<file path="config.mk">
export PLATFORM = sky130hd
export DESIGN_NAME = burst_mem_responder
export DESIGN_NICKNAME = d
export VERILOG_FILES = /design/src/rtl/bmem_pkg.sv /design/src/rtl/burst_mem_array.sv /design/src/rtl/burst_mem_responder.sv
export SDC_FILE = /design/constraint.sdc
export NUM_CORES = 2
export LEC_CHECK = 0
export ABC_AREA = 1
export CELL_PAD_IN_SITES_DETAIL_PLACEMENT = 1
export CELL_PAD_IN_SITES_GLOBAL_PLACEMENT = 1
export CORE_ASPECT_RATIO = 0.8
export CORE_UTILIZATION = 55
export DETAILED_ROUTE_END_ITERATION = 8
export MAX_ROUTING_LAYER = met4
export PLACE_DENSITY_LB_ADDON = 0.1
export SYNTH_ARGS = -nofsm -noshare
export SYNTH_HDL_FRONTEND = slang
export SYNTH_HIERARCHICAL = 1
export SYNTH_SLANG_ARGS = --single-unit
</file>
<file path="constraint.sdc">
create_clock -name clk -period 23.1 [get_ports clk]
set_input_delay 2.31 -clock clk [delete_from_list [all_inputs] [get_ports clk]]
set_output_delay 2.31 -clock clk [all_outputs]
set_load 0.1 [all_outputs]
</file>
<file path="src/rtl/bmem_pkg.sv">
// Shared types and constants for the 64-bit, 4-beat burst memory interface.
package bmem_pkg;
  typedef enum logic [1:0] {IDLE, WBURST, RWAIT, RBURST} bmem_state_t;

  localparam int          BEATS     = 4;
  localparam int          BEAT_W    = 64;
  localparam int          LINE_OFF  = 5;
  localparam logic [31:0] LINE_MASK = 32'hFFFF_FFE0;

  function automatic logic [31:0] line_addr(input logic [31:0] a);
    return a & LINE_MASK;
  endfunction
endpackage

</file>
<file path="src/rtl/burst_mem_array.sv">
// 1W1R word store with synchronous write and a registered synchronous read port.
module burst_mem_array #(
  parameter int WORDS = 64,
  parameter int AW    = 6,
  parameter int DW    = 64
) (
  input  logic          clk,
  input  logic          rst,
  input  logic          we,
  input  logic [AW-1:0] waddr,
  input  logic [DW-1:0] wdata,
  input  logic          re,
  input  logic [AW-1:0] raddr,
  output logic [DW-1:0] rdata
);
  logic [DW-1:0] mem [WORDS];

  // Storage itself is never reset; only the read register is.
  always_ff @(posedge clk) begin
    if (we) mem[waddr] <= wdata;
  end

  always_ff @(posedge clk or posedge rst) begin
    if (rst)     rdata <= '0;
    else if (re) rdata <= mem[raddr];
  end
endmodule

</file>
<file path="src/rtl/burst_mem_responder.sv">
// Burst memory responder: FSM, latency/beat counters and a line store.
module burst_mem_responder
  import bmem_pkg::*;
#(
  parameter int DEPTH_LINES = 16,
  parameter int READ_LAT    = 4
) (
  input  logic        clk,
  input  logic        rst,
  input  logic [31:0] bmem_addr,
  input  logic        bmem_read,
  input  logic        bmem_write,
  input  logic [63:0] bmem_wdata,
  output logic        bmem_ready,
  output logic [31:0] bmem_raddr,
  output logic [63:0] bmem_rdata,
  output logic        bmem_rvalid
);
  localparam int          IW       = $clog2(DEPTH_LINES);
  localparam int          AW       = IW + 2;
  localparam logic [3:0]  LAT_INIT = 4'(READ_LAT - 1);

  bmem_state_t   state;
  logic [3:0]    lat_cnt;
  logic [1:0]    beat;
  logic [IW-1:0] widx;
  logic [IW-1:0] ridx;
  logic [1:0]    rbeat;
  logic          can_accept, acc_rd, acc_wr, wr_beat;
  logic          we, re;
  logic [AW-1:0] waddr, raddr;

  assign ridx = bmem_raddr[LINE_OFF +: IW];

  assign bmem_ready = !rst && (state == IDLE || state == WBURST ||
                               (state == RBURST && beat == 2'd3));
  // WBURST is ready only for write beats; new requests start from IDLE or the last read beat.
  assign can_accept = bmem_ready && (state != WBURST);
  assign acc_rd     = can_accept && bmem_read;
  assign acc_wr     = can_accept && !bmem_read && bmem_write;
  assign wr_beat    = bmem_ready && (state == WBURST) && bmem_write;

  assign we    = acc_wr || wr_beat;
  assign waddr = acc_wr ? {bmem_addr[LINE_OFF +: IW], 2'd0} : {widx, beat};

  // Array read is issued one cycle ahead so the registered word lines up with its beat.
  assign rbeat = (state == RWAIT) ? 2'd0 : beat + 2'd1;
  assign re    = (state == RWAIT && lat_cnt == 4'd0) || (state == RBURST && beat != 2'd3);
  assign raddr = {ridx, rbeat};

  always_ff @(posedge clk or posedge rst) begin
    if (rst) begin
      state       <= IDLE;
      lat_cnt     <= '0;
      beat        <= '0;
      widx        <= '0;
      bmem_raddr  <= '0;
      bmem_rvalid <= 1'b0;
    end else begin
      bmem_rvalid <= 1'b0;
      case (state)
        WBURST: begin
          if (bmem_write) begin
            if (beat == 2'd3) begin
              state <= IDLE;
              beat  <= 2'd0;
            end else begin
              beat <= beat + 2'd1;
            end
          end
        end
        RWAIT: begin
          if (lat_cnt == 4'd0) begin
            state       <= RBURST;
            beat        <= 2'd0;
            bmem_rvalid <= 1'b1;
          end else begin
            lat_cnt <= lat_cnt - 4'd1;
          end
        end
        RBURST: begin
          if (beat != 2'd3) begin
            beat        <= beat + 2'd1;
            bmem_rvalid <= 1'b1;
          end else begin
            state <= IDLE;
            beat  <= 2'd0;
          end
        end
        default: ;
      endcase

      if (acc_rd) begin
        state      <= RWAIT;
        lat_cnt    <= LAT_INIT;
        beat       <= 2'd0;
        bmem_raddr <= line_addr(bmem_addr);
      end else if (acc_wr) begin
        state <= WBURST;
        beat  <= 2'd1;
        widx  <= bmem_addr[LINE_OFF +: IW];
      end
    end
  end

  burst_mem_array #(
    .WORDS (DEPTH_LINES * BEATS),
    .AW    (AW),
    .DW    (BEAT_W)
  ) u_array (
    .clk   (clk),
    .rst   (rst),
    .we    (we),
    .waddr (waddr),
    .wdata (bmem_wdata),
    .re    (re),
    .raddr (raddr),
    .rdata (bmem_rdata)
  );
endmodule

</file>
==> results.md <==
- Min Tclk post-route: ~8.1 ns
- Netlist Area Pre-Place: ~170,000 um2
- Gr ovfl total: 0
- # resized after CTS: 0
- First-pass GRT wire length: 807,000 um
- Commonest non-fill, non-tap cells in the layout: nand2_1 (4,321), edfxtp_1 (4,096), nand3_1 (4,044)
- Area leader, netlist: edfxtp_1
- Initial DRC Count: around 14,000
- Row cnt: about 180
- RePlAce Congestion: 0.806
- Vias in the first global route: around 120k
- Post-Syn Instances: 13,600
- Initial cell density of the core: between 50 and 60%
- Total power: 25.0 mW
- Max_slew headroom: 5.84%
- # Post-CTS Setup Buffers: 0
- Critical path class: flop to flop
- Clock Skew: 0.0396 ns
- Final std cell area, no fill: roughly 190,000 um2
- IO buf count: 187
- Critical Path RT: 23.96 ns
- FMAX: ~120 MHz
- Hold Crit Class: flop to flop
- Die width: around 620 um
- Crit. End Element: flop
- Crit path max fanout: around 210
- Routed wire length: ~560,000 um
- Outcome: finished, final reports clean
- Seq/Total Area, Yosys: 74.6%
- Worst-skew pair later-pin latency: about 0.93 ns
- Root Driver: clkbuf_16
- Wire per inst: 31.1 um
- IO Count: between 150 and 200
- Layout cell share with drive strength beyond 1: between 6 and 7%
- DR vias/cell: approximately 6.5
- Average footprint of a synthesized cell: approximately 12 um2
- Fin. Hold Viols: 0
- Final setup violation count: 0
- CTS Sinks: ~4,200
- Final period util: 35.1%
- Via Count: around 120k
- TritonCTS buffer count: around 400
- Htree depth: 5
- Pins Over Slew Limit: 0
- Die ar.: roughly 310,000 um2
- Layout area overhead: 9.96%
- Placed cells: 17,200
- Drt drc: 0
- Largest net degree at the start of global routing: about 220
- Detailed Routing Iterations Pass 1: 5
- Startpoint types: flop
- Aggregate global-route resource usage: between 30% and 40%
- Unrepaired setup endpoints after global routing: false
- Placeable Area: 304,000 um2
- Setup_tns: 0 ns
- Met1 wire length: 214,000 um
- CTS Buffer Depth: 4
- Max_cap viols: 0
- Clk slew on worst S/H paths: about 0.060 ns
- Commonest non-fill, non-tap cell in the layout: nand2_1
- Hold-fix buffers, CTS: 0
- Slew @ Worst Pin: around 1.4 ns
- Die Y: between 400 and 500 um
- Post-synth top area share: between 70% and 80%
- Count of different cell masters after synthesis: 31
- Final net count: ~14,000
- Power per Cell Area: around 140 nW/um2
- Dpl hpwl: 285,000 um
- Routed wl met2: roughly 260,000 um
- Initial antenna violation count: 15
- VDD IR max: between 0.2 and 0.3 mV
- Worst EP arrival: between 8 and 9 ns
- CTS tree: yes
- Leakage: ~65 nW
- Yosys reg bits: about 4,200
- Top Metal Used: met4
- Yosys warns: 6
- Placed cell area: around 170,000 um2
- Post-Layout Cell Count: ~18,000
- Synth top area cells: edfxtp_1 (73%), nand3_1 (12%), nand2_1 (9.6%)
- Met3 wire length: 53,400 um
- Number of nets with antenna violations after routing: 0
==> metrics by stage <==
stage	utilization, %	hold WS, ns	worst slack, ns
finish	60.8	0.479	15.00
global route	60.8	0.505	14.53
CTS	60.8	0.485	15.05
detailed placement	56.6	0.469	14.85
global placement	56.6	0.459	15.09
floorplan	-	0.443	12.00
==> routing by layer <==
layer  vias to the layer above  GRT usage, %
met4                         0          15.0
met3                      1494          5.62
met2                      6280          58.1
met5                         -             -
li1                      48700             -
met1                     60000          48.8
==> state kept, by name, indices dropped and copies added (netlist names) <==
register and count:
beat 2, bmem_raddr 27, bmem_rvalid 1, lat_cnt 4, state 2, u_array/mem 4096
u_array/rdata 64, widx 4
==> synthesized netlist by cell type (all sizes together) <==
library cell / count
ha: 7
o22ai: 2
nand4: 14
nand3: 4046
nor4: 8
nor2: 63
dfrtp: 104
edfxtp: 4096
buf: 791
o211ai: 1
conb: 1
clkbuf: 133
inv: 34
a21oi: 4
a211oi: 1
nand2: 4324
a21boi: 1
o21ai: 15
o31ai: 1
==> cells by family after synthesis <==
| family | share of synthesized area [%] |
|---|---|
| adders and majority gates | 0.0520 |
| other | 0.00223 |
| and+or+nand+nor | 21.9 |
| AOI/OAI and AO/OA | 0.0817 |
| DFF | 74.6 |
| buffers and inverters | 3.38 |
==> power breakdown <==
group / total, mW / switching, mW / internal, mW / leakage [nW]
Sequential: 8.62 / 0.104 / 8.51 / 38.1
Clock: 6.60 / 2.90 / 3.71 / 6.33
Combinational: 9.82 / 7.40 / 2.42 / 20.4
Total: 25.0 / 10.4 / 14.6 / 64.8
==> area by class of cell <==
type,count,area (um2)
Clock inverter,231,1980
Antenna cell,9,22.5
Fill cell,29800,119000
Timing Repair Buffer,454,3770
Sequential cell,4200,126000
Inverter,34,195
Tap cell,4026,5040
Multi-Input combinational cell,8492,37600
Clock buffer,519,10900
==> path summary, 6_finish.rpt <==
| path | cells past startpoint | start | endpoint | slack, ns |
|---|---|---|---|---|
| setup / recovery | 18 | state[0]$_DFFE_PP0P_ | u_array/rdata[10]$_DFFE_PP0P_ | 15.00 |
| setup reg to reg | 18 | state[0]$_DFFE_PP0P_ | u_array/rdata[10]$_DFFE_PP0P_ | 15.00 |
| max in group asynchronous | 3 | rst | u_array/rdata[50]$_DFFE_PP0P_ | 20.00 |
| hold / removal | 2 | u_array/rdata[49]$_DFFE_PP0P_ | u_array/rdata[49]$_DFFE_PP0P_ | 0.48 |
| hold reg to reg | 2 | u_array/rdata[49]$_DFFE_PP0P_ | u_array/rdata[49]$_DFFE_PP0P_ | 0.48 |
| min in group asynchronous | 2 | rst | u_array/rdata[16]$_DFFE_PP0P_ | 1.95 |
==> worst max-delay path, stage by stage (launching register included) <==
cell     delay [ns]
dfrtp_1        0.42
inv_1          0.12
ha_1           0.42
nor2_4         0.06
buf_12         0.24
inv_16         0.56
buf_4          0.90
buf_4          0.80
buf_4          0.83
buf_4          0.91
buf_4          1.02
nand2_1        0.15
nand3_1        0.15
nand3_1        0.09
nand3_1        0.12
nand3_1        0.11
nand3_1        0.22
nand3_1        0.35
nand2_1        0.14
Note: power is estimated with default switching activity, not from simulation.
